==> src/rtl/regfile_pkg.sv <==
// Shared constants and types for the scoreboarded register file.
// The optional same-cycle write bypass is enabled by defining REGFILE_SB_BYPASS_EN.
package regfile_pkg;

    localparam int REGFILE_XLEN  = 32;
    localparam int REGFILE_NREGS = 32;
    localparam int REGFILE_AW    = $clog2(REGFILE_NREGS);

    typedef logic [REGFILE_AW-1:0]   reg_idx_t;
    typedef logic [REGFILE_XLEN-1:0] word_t;

endpackage

==> src/rtl/regfile_sb_if.sv <==
// Read, writeback, issue and scoreboard-status bundle of the register file.
// The master drives addresses, write data and issue requests; the slave is the register file.
interface regfile_sb_if
    import regfile_pkg::*;
#(
    parameter int XLEN  = REGFILE_XLEN,
    parameter int NREGS = REGFILE_NREGS
) ();

    localparam int AW = $clog2(NREGS);

    logic [AW-1:0]   rs1;
    logic [AW-1:0]   rs2;
    logic [XLEN-1:0] rd1;
    logic [XLEN-1:0] rd2;
    logic            we;
    logic [AW-1:0]   wa;
    logic [XLEN-1:0] wd;
    logic            issue_valid;
    logic [AW-1:0]   issue_rd;
    logic            flush;
    logic            rs1_busy;
    logic            rs2_busy;
    logic            stall;
    logic [AW:0]     busy_cnt;

    modport master (
        output rs1, rs2, we, wa, wd, issue_valid, issue_rd, flush,
        input  rd1, rd2, rs1_busy, rs2_busy, stall, busy_cnt
    );

    modport slave (
        input  rs1, rs2, we, wa, wd, issue_valid, issue_rd, flush,
        output rd1, rd2, rs1_busy, rs2_busy, stall, busy_cnt
    );

endinterface

==> src/rtl/regfile_scoreboard.sv <==
// Busy-bit scoreboard: tracks pending producers, counts them and raises stall.
// With REGFILE_SB_BYPASS_EN, an operand being written this cycle is reported not busy.
module regfile_scoreboard
    import regfile_pkg::*;
#(
    parameter int NREGS = REGFILE_NREGS,
    parameter int AW    = $clog2(NREGS)
) (
    input  logic          clk,
    input  logic          rst_n,
    input  logic [AW-1:0] i_rs1,
    input  logic [AW-1:0] i_rs2,
    input  logic          i_we,
    input  logic [AW-1:0] i_wa,
    input  logic          i_issue_valid,
    input  logic [AW-1:0] i_issue_rd,
    input  logic          i_flush,
    output logic          o_rs1_busy,
    output logic          o_rs2_busy,
    output logic          o_stall,
    output logic [AW:0]   o_busy_cnt
);

    logic [NREGS-1:0] r_busy;
    logic [NREGS-1:0] w_busy_nxt;
    logic [AW:0]      r_cnt;
    logic [AW:0]      w_cnt_nxt;
    logic             w_wr;
    logic             w_byp1;
    logic             w_byp2;
    logic             w_rs1_busy;
    logic             w_rs2_busy;
    logic             w_waw;
    logic             w_stall;
    logic             w_set;
    logic             w_inc;
    logic             w_dec;

    assign w_wr = i_we && (i_wa != '0);

`ifdef REGFILE_SB_BYPASS_EN
    assign w_byp1 = w_wr && (i_wa == i_rs1);
    assign w_byp2 = w_wr && (i_wa == i_rs2);
`else
    assign w_byp1 = 1'b0;
    assign w_byp2 = 1'b0;
`endif

    assign w_rs1_busy = (i_rs1 != '0) && r_busy[i_rs1] && !w_byp1;
    assign w_rs2_busy = (i_rs2 != '0) && r_busy[i_rs2] && !w_byp2;

    // A writeback retiring the old producer this cycle resolves the WAW hazard,
    // so the new issue may claim the register in the same cycle.
    assign w_waw   = r_busy[i_issue_rd] && !(w_wr && (i_wa == i_issue_rd));
    assign w_stall = i_issue_valid && (w_rs1_busy || w_rs2_busy || w_waw);
    assign w_set   = i_issue_valid && !w_stall && (i_issue_rd != '0) && !i_flush;

    assign w_inc = w_set && !r_busy[i_issue_rd];
    assign w_dec = w_wr && r_busy[i_wa] && !(w_set && (i_wa == i_issue_rd));

    always_comb begin
        w_busy_nxt = r_busy;
        w_cnt_nxt  = r_cnt + {{AW{1'b0}}, w_inc} - {{AW{1'b0}}, w_dec};
        if (i_flush) begin
            w_busy_nxt = '0;
            w_cnt_nxt  = '0;
        end else begin
            if (w_wr) w_busy_nxt[i_wa] = 1'b0;
            if (w_set) w_busy_nxt[i_issue_rd] = 1'b1;
        end
    end

    always_ff @(posedge clk) begin
        if (!rst_n) begin
            r_busy <= '0;
            r_cnt  <= '0;
        end else begin
            r_busy <= w_busy_nxt;
            r_cnt  <= w_cnt_nxt;
        end
    end

    assign o_rs1_busy = w_rs1_busy;
    assign o_rs2_busy = w_rs2_busy;
    assign o_stall    = w_stall;
    assign o_busy_cnt = r_cnt;

endmodule

==> src/rtl/regfile_sb.sv <==
// Two-read/one-write register file with x0 hardwired to zero and a busy-bit scoreboard.
// Defining REGFILE_SB_BYPASS_EN forwards same-cycle writeback data to the read ports.
module regfile_sb
    import regfile_pkg::*;
#(
    parameter int XLEN  = REGFILE_XLEN,
    parameter int NREGS = REGFILE_NREGS
) (
    input logic         clk,
    input logic         rst_n,
    regfile_sb_if.slave bus
);

    localparam int AW = $clog2(NREGS);

    logic [XLEN-1:0] r_regs [NREGS];
    logic            w_wr;
    logic            w_byp1;
    logic            w_byp2;

    assign w_wr = bus.we && (bus.wa != '0);

`ifdef REGFILE_SB_BYPASS_EN
    // Gated by rst_n so the read ports stay quiet while reset is held.
    assign w_byp1 = rst_n && w_wr && (bus.wa == bus.rs1);
    assign w_byp2 = rst_n && w_wr && (bus.wa == bus.rs2);
`else
    assign w_byp1 = 1'b0;
    assign w_byp2 = 1'b0;
`endif

    always_ff @(posedge clk) begin
        if (!rst_n) begin
            for (int i = 0; i < NREGS; i++) r_regs[i] <= '0;
        end else if (w_wr) begin
            r_regs[bus.wa] <= bus.wd;
        end
    end

    always_comb begin
        bus.rd1 = '0;
        bus.rd2 = '0;
        if (w_byp1) bus.rd1 = bus.wd;
        else if (bus.rs1 != '0) bus.rd1 = r_regs[bus.rs1];
        if (w_byp2) bus.rd2 = bus.wd;
        else if (bus.rs2 != '0) bus.rd2 = r_regs[bus.rs2];
    end

    regfile_scoreboard #(
        .NREGS (NREGS),
        .AW    (AW)
    ) u_sb (
        .clk           (clk),
        .rst_n         (rst_n),
        .i_rs1         (bus.rs1),
        .i_rs2         (bus.rs2),
        .i_we          (bus.we),
        .i_wa          (bus.wa),
        .i_issue_valid (bus.issue_valid),
        .i_issue_rd    (bus.issue_rd),
        .i_flush       (bus.flush),
        .o_rs1_busy    (bus.rs1_busy),
        .o_rs2_busy    (bus.rs2_busy),
        .o_stall       (bus.stall),
        .o_busy_cnt    (bus.busy_cnt)
    );

endmodule

==> src/flat_wrapper.sv <==
// flat-port wrapper written by rule: the top's interface ports become plain ports
module regfile_sb_flat import regfile_pkg::*;
#(
    parameter int XLEN  = REGFILE_XLEN,
    parameter int NREGS = REGFILE_NREGS
)
  (clk, rst_n, bus_rs1, bus_rs2, bus_we, bus_wa, bus_wd, bus_issue_valid, bus_issue_rd, bus_flush, bus_rd1, bus_rd2, bus_rs1_busy, bus_rs2_busy, bus_stall, bus_busy_cnt);
  regfile_sb_if #(.XLEN(XLEN), .NREGS(NREGS)) bus_i ();
  input logic clk;
  input logic rst_n;
  input wire logic [$bits(bus_i.rs1)-1:0] bus_rs1;
  input wire logic [$bits(bus_i.rs2)-1:0] bus_rs2;
  input wire logic [$bits(bus_i.we)-1:0] bus_we;
  input wire logic [$bits(bus_i.wa)-1:0] bus_wa;
  input wire logic [$bits(bus_i.wd)-1:0] bus_wd;
  input wire logic [$bits(bus_i.issue_valid)-1:0] bus_issue_valid;
  input wire logic [$bits(bus_i.issue_rd)-1:0] bus_issue_rd;
  input wire logic [$bits(bus_i.flush)-1:0] bus_flush;
  output wire logic [$bits(bus_i.rd1)-1:0] bus_rd1;
  output wire logic [$bits(bus_i.rd2)-1:0] bus_rd2;
  output wire logic [$bits(bus_i.rs1_busy)-1:0] bus_rs1_busy;
  output wire logic [$bits(bus_i.rs2_busy)-1:0] bus_rs2_busy;
  output wire logic [$bits(bus_i.stall)-1:0] bus_stall;
  output wire logic [$bits(bus_i.busy_cnt)-1:0] bus_busy_cnt;
  assign bus_i.rs1 = bus_rs1;
  assign bus_i.rs2 = bus_rs2;
  assign bus_i.we = bus_we;
  assign bus_i.wa = bus_wa;
  assign bus_i.wd = bus_wd;
  assign bus_i.issue_valid = bus_issue_valid;
  assign bus_i.issue_rd = bus_issue_rd;
  assign bus_i.flush = bus_flush;
  assign bus_rd1 = bus_i.rd1;
  assign bus_rd2 = bus_i.rd2;
  assign bus_rs1_busy = bus_i.rs1_busy;
  assign bus_rs2_busy = bus_i.rs2_busy;
  assign bus_stall = bus_i.stall;
  assign bus_busy_cnt = bus_i.busy_cnt;
  regfile_sb #(.XLEN(XLEN), .NREGS(NREGS)) u_core (.clk(clk), .rst_n(rst_n), .bus(bus_i));
endmodule
==> config.mk <==
export PLATFORM = sky130hd
export DESIGN_NAME = regfile_sb_flat
export DESIGN_NICKNAME = d
export VERILOG_FILES = /design/src/rtl/regfile_pkg.sv /design/src/rtl/regfile_sb_if.sv /design/src/rtl/regfile_scoreboard.sv /design/src/rtl/regfile_sb.sv /design/src/flat_wrapper.sv
export SDC_FILE = /design/constraint.sdc
export NUM_CORES = 2
export LEC_CHECK = 0
export CAP_MARGIN = 20
export CORE_UTILIZATION = 40
export DETAILED_ROUTE_END_ITERATION = 12
export SETUP_SLACK_MARGIN = 0.4
export SYNTH_ARGS = -nofsm -noshare
export SYNTH_HDL_FRONTEND = slang
export SYNTH_SLANG_ARGS = --single-unit
==> constraint.sdc <==
create_clock -name clk -period 4.31 [get_ports clk]
set_clock_uncertainty 0.05 [all_clocks]
set_input_delay 0.6465 -clock clk [delete_from_list [all_inputs] [get_ports clk]]
set_output_delay 0.6465 -clock clk [all_outputs]
set_load 0.02 [all_outputs]
; ---- Yosys cells after proc, flatten, opt, wreduce, memory -nomap -nowiden
; Memory sizes are Yosys's and may differ from the RTL's.
; Index checks and enable logic that the tools add are counted.
[totals]
ff_bits = 38
latchBits = 0
ramBits = 1024
romBits = 0
output_inout_bits = 73
wordCells = 68
memories = 1
[op_classes]
addsub = 2
mul = 0
n_div = 0
n_lt_le_gt_ge = 6
n_eq_ne = 1
shift = 0
mux = 24
bitwise_logic = 4
n_reduce_logical = 28
[memory_table]
columns = name, depth, word_bits, rd, rd_ports_with_merged_regs, write_ports, line
row1 = u_core.r_regs, 32, 32, 2, 0, 32, regfile_sb.sv:16  ; logic [XLEN-1:0] r_regs [NREGS];
[op_table]
columns = op, count
row1 = 32-bit 2-to-1 mux, 6
row2 = 32-bit AND, 1
row3 = 32-bit NOT, 1
row4 = 32-bit bitwise OR, 1
row5 = 32-bit OR reduction, 1
row6 = 5-bit by 6-bit less-than comparator with 1-bit output (second input constant), 4
row7 = 1-bit binary-select mux with 5-bit select, 4
row8 = 5-bit nonzero test, 4
row9 = 1-bit logical AND, 15
row10 = 1-bit 2-to-1 mux, 11
row11 = 1-bit demux with 5-bit select, 2
row12 = 5-bit by 1-bit >= comparator with 1-bit output (second input constant), 2
row13 = 6-bit by 1-bit adder with 6-bit output, 1
row14 = 6-bit by 1-bit subtractor with 6-bit output, 1
row15 = 5-bit equality test, 1
row16 = 1-bit logical NOT, 5
row17 = 5-bit 2-to-1 mux, 1
row18 = 1-bit logical OR, 2
row19 = 2-bit OR reduction, 1
row20 = 1-bit NOT, 1

; ---- Longest topological paths before layout
[depth]
ltp_word = 15
mapped_depth = 18
mapped_depth_nobuf = 16

; ---- Cells and area by module
; From an unflattened synthesis, not the netlist that was laid out.
[hier_totals]
cells_unflattened = 3825
area_unflattened_um2 = 57262.4
[by_module_without_submodules]
columns = mod, instances, cells_per_inst, area_each_um2
row1 = regfile_sb, 1, 3507, 54232.0
row2 = regfile_scoreboard, 1, 318, 3030.4

; ---- Worst setup path after synthesis
; OpenSTA, ideal clock, no wires.
[synth_path]
kind = input -> register
from = input bus_rs2[0]
to = register u_core.u_sb.r_cnt[4], in the netlist u_core.u_sb.o_busy_cnt[4]
setup_ns = 0.118
t_arrival_ns = 3.802
t_required_ns = 4.142
slack_ns = 0.340
path_stages = 17
path_buffers = 2
path_cell_list = buf_2 buf_2 or4_1 nor2_1 a31oi_1 o311ai_1 nand2_1 o41a_1 ha_1 inv_1 ha_1 fa_1 a21oi_1 nor2_1 nor2_1 xor2_1 nor2_1
[synth_between]
elab_chain_cells = 14
[synth_lines]
columns = element, line
row1 = from (decl), flat_wrapper.sv:12  ; input wire logic [$bits(bus_i.rs2)-1:0] bus_rs2;
row2 = 1-bit binary-select mux with 5-bit select, regfile_scoreboard.sv:50  ; assign w_rs2_busy = (i_rs2 != '0) && r_busy[i_rs2] && !w_byp2;
row3 = 1-bit 2-to-1 mux (not written as such), regfile_scoreboard.sv:50
row4 = 1-bit logical AND (*), regfile_scoreboard.sv:50
row5 = 1-bit logical OR (*) (2 in a row), regfile_scoreboard.sv:55  ; assign w_stall = i_issue_valid && (w_rs1_busy || w_rs2_busy || w_waw);
row6 = 1-bit logical AND (*), regfile_scoreboard.sv:55
row7 = 1-bit logical NOT (*), regfile_scoreboard.sv:56  ; assign w_set = i_issue_valid && !w_stall && (i_issue_rd != '0) && !i_flush;
row8 = 1-bit logical AND (*) (3 in a row), regfile_scoreboard.sv:56
row9 = "parallel branches: the longest is 3 deep, another holds 6-bit by 1-bit adder with 6-bit output", -
row10 = 6-bit by 1-bit subtractor with 6-bit output (*), regfile_scoreboard.sv:63  ; w_cnt_nxt = r_cnt + {{AW{1'b0}}, w_inc} - {{AW{1'b0}}, w_dec};
row11 = to (signal assigned), regfile_scoreboard.sv:79  ; r_cnt <= w_cnt_nxt;
row12 = to (decl), regfile_scoreboard.sv:26  ; logic [AW:0] r_cnt;
; Every way passes the cells marked *. The select of a mux whose other input is x is not followed.
; A chain may end at the register's enable or synchronous reset.

; ---- Final worst setup path
[layout_path]
from = input bus_rs2[0]
to = output bus_rd2[23]
[layout_between]
elab_chain_cells = 2
[layout_lines]
columns = element, line
row1 = memory 32 x 32 bit or 5-bit nonzero test (tied branches), -
row2 = 32-bit 2-to-1 mux (*), regfile_sb.sv:46  ; else if (bus.rs2 != '0) bus.rd2 = r_regs[bus.rs2];
row3 = to (decl), flat_wrapper.sv:20  ; output wire logic [$bits(bus_i.rd2)-1:0] bus_rd2;
; Every way passes the cells marked *; elsewhere a longest branch is shown, timed or not.

==> flow_summary.ini <==
[sta]
hold_ws_ns = 0.506
final_max_slew_viol_count = 0
hold_viol = 0
setup_viol = 0
worstMarginPinSlew_ns = 1.10
min_period_over_period_pct = 91.0
fin_tns_setup_ns = 0
period_needed_ns = 3.92
slew_headroom_pct = 26.7
rsz0062_at_grt = true
fmax_mhz = 255

[routing]
first_iter_violations = 4629
num_vias = 34600
wire_per_inst_um = 33.9
wirelength_um = 193000
drtAntennaViolNets = 0
drc = 0
vias_per_cell = 6.08
dr.pass1.iters = 5

[logic_synthesis]
synth_top_area_share_pct = 53.8
synth_most_common_cell = edfxtp_1
syn_area_mm2 = 0.0572
synth_cell_types = 54
ys_ff_latch = 1062
synth-main-ff-cell = edfxtp_1
syn_avg_cell_area_um2 = 16.0
netlist_top_cells_count = edfxtp_1 (1024), and2_1 (998), mux4_2 (661), clkbuf_1 (297), nor2_1 (110)
synth.area.top_cells = edfxtp_1 (54%), mux4_2 (26%), and2_1 (11%), clkbuf_1 (2.0%), mux2i_1 (1.5%)
ys_seq_area_share_pct = 55.1
syn-instance-count = 3582
synth_warnings = 0
synth_area_leader_cell = edfxtp_1
synthArstFlopShare_pct = 0
synth_edf_count = 1024

[clocking]
clk_path_buf_depth = 3
clockRootBuffer = clkbuf_16
path_clk_slew_ns = 0.06
clock_sinks = 1062
clock_latency_ns = 0.73
numCtsBuffers = 114
cts_tree = done
cts-htree-levels = 3

[global_route]
grt_usage_pct = 26.7
antenna_found_initial = 15
grt_max_degree = 65
gr-total-overflow = 0
grt_pass1_wl_um = 272000
first_global_vias = 35400

[placement]
post_dp_cell_area_mm2 = 0.0622
gp_congestion = 0.878
dp.cells = 5465
dp_hpwl_um = 112000
port_buffers = 129

[finish]
layout-area-overhead-vs-synth_pct = 15.6
nets = 3765
stdcell_count = 5690
drive_above_1_share_pct = 30.1
final_core_util_pct = 46.7
fill_cells = 12200
final_cell_area_mm2 = 0.0661

[floorplan]
die_h_um = 380
fp-row-count = 138
initial_utilization_pct = 40.4
die-area_mm2 = 0.144
core_region_area_mm2 = 0.142
die_w_um = 380
ios = 130

[setup_path]
critPathKind = input pin to output pin
cp_max_fo = 13
required_ns = 3.61
cp-start-kind = input pin
cp.arrival_ns = 3.22
end_kind = output pin

[pwr]
power_density_mw_per_mm2 = 380
p_leak_nw = 22.6
ir_drop_uv = 329

[job]
drv_cap = 0

[status]
status = completed

[min_path]
hp-class = flip-flop to flip-flop
[kinds of logic after synthesis]
logic type,share of synthesized area (%)
AO/OA/AOI/OAI,0.611
XOR/XNOR,0.153
adder cells (fa/ha/maj),0.166
buffers and inverters,2.74
flip-flops,55.1
multiplexers,27.8
other,0.00656
AND/OR/NAND/NOR,13.4
[registers in the layout, indices dropped and copies added (netlist names)]
| register | flops |
|---|---|
| u_core.r_regs | 1024 |
| u_core.u_sb.r_busy | 32 |
| u_core.u_sb.o_busy_cnt | 6 |
[where the power goes]
group	switching [W]	leakage [nW]	internal [W]	total (W)
Combinational	0.00190	10.9	0.00163	0.00352
Clock	0.00425	1.70	0.00519	0.00944
Sequential	0.000266	10.1	0.0119	0.0121
[worst max-delay path, stage by stage]
cell and delay (ns):
buf_8 0.17, buf_12 0.22, buf_16 0.19, mux4_2 0.50, mux4_2 0.52, mux2i_2 0.26
nor2_1 0.08, clkdlybuf4s50_1 0.57
[metal layers]
layer  vias to the layer above  part of all wire, %  GRT usage [%]  routed length [µm]
met4                         4                  4.1           10.9                7890
met2                      1765                   50           45.0               96200
met3                       418                  7.7           4.14               14800
li1                      14100                    -              -                   -
met5                         -                0.011              0                  21
met1                     18300                   38           34.7               73800
[cell type report]
class	count	area (µm²)	share of cell area (%)
sequential	1062	31500	47.7
tap	1890	2360	3.58
timing repair buffer	356	4090	6.19
inverter	10	37.5	0.0568
multi-input combinational	2157	24600	37.2
clock buffer	152	3050	4.61
clock inverter	61	444	0.672
antenna	2	5.00	0.00757
[cells in the final DEF, fill, tap and decap left out, types with 9 or more instances in the layout]
cell,instances
edfxtp_1,1024
and2_1,998
mux4_2,661
buf_4,157
clkbuf_16,117
mux2i_1,80
nor2_1,79
clkdlybuf4s50_1,55
buf_12,52
nand3_1,48
nand2_1,41
dfxtp_1,38
dlygate4sd2_1,37
clkbuf_1,35
clkinv_1,32
conb_1,32
nor2_4,31
nand2_2,31
or4_1,29
o21ai_1,23
clkinv_2,18
buf_16,16
dlymetal6s2s_1,12
nor2b_1,9
inv_1,9
[final timing paths]
kind                                       startpoint                   endpoint  slack (ns)  cells after the start
worst max-delay path                       bus_rs2[0]                bus_rd2[23]        0.39                      8
worst max register to register  u_core.u_sb.r_busy[2]  u_core.u_sb.o_busy_cnt[4]        0.63                     14
worst min register to register  u_core.u_sb.r_busy[0]      u_core.u_sb.r_busy[0]        0.51                      1
worst min-delay path            u_core.u_sb.r_busy[0]      u_core.u_sb.r_busy[0]        0.51                      1
[stage by stage]
stage                     total power [W]  setup WS (ns)
after floorplan                    0.0143          0.420
after global routing               0.0258          0.350
final                              0.0251          0.389
after global placement             0.0158       -0.00964
after CTS                          0.0252          0.214
after detailed placement           0.0159        0.00237
[repair_timing]
action | CTS | global route
gates cloned | 8 | 1
hold buffers | 0 | 0
buffers inserted | 1 | 0
resized for setup | 83 | 33
setup endpoints to repair | 56 | 24
No activity file was read; power rests on OpenSTA's default activity.
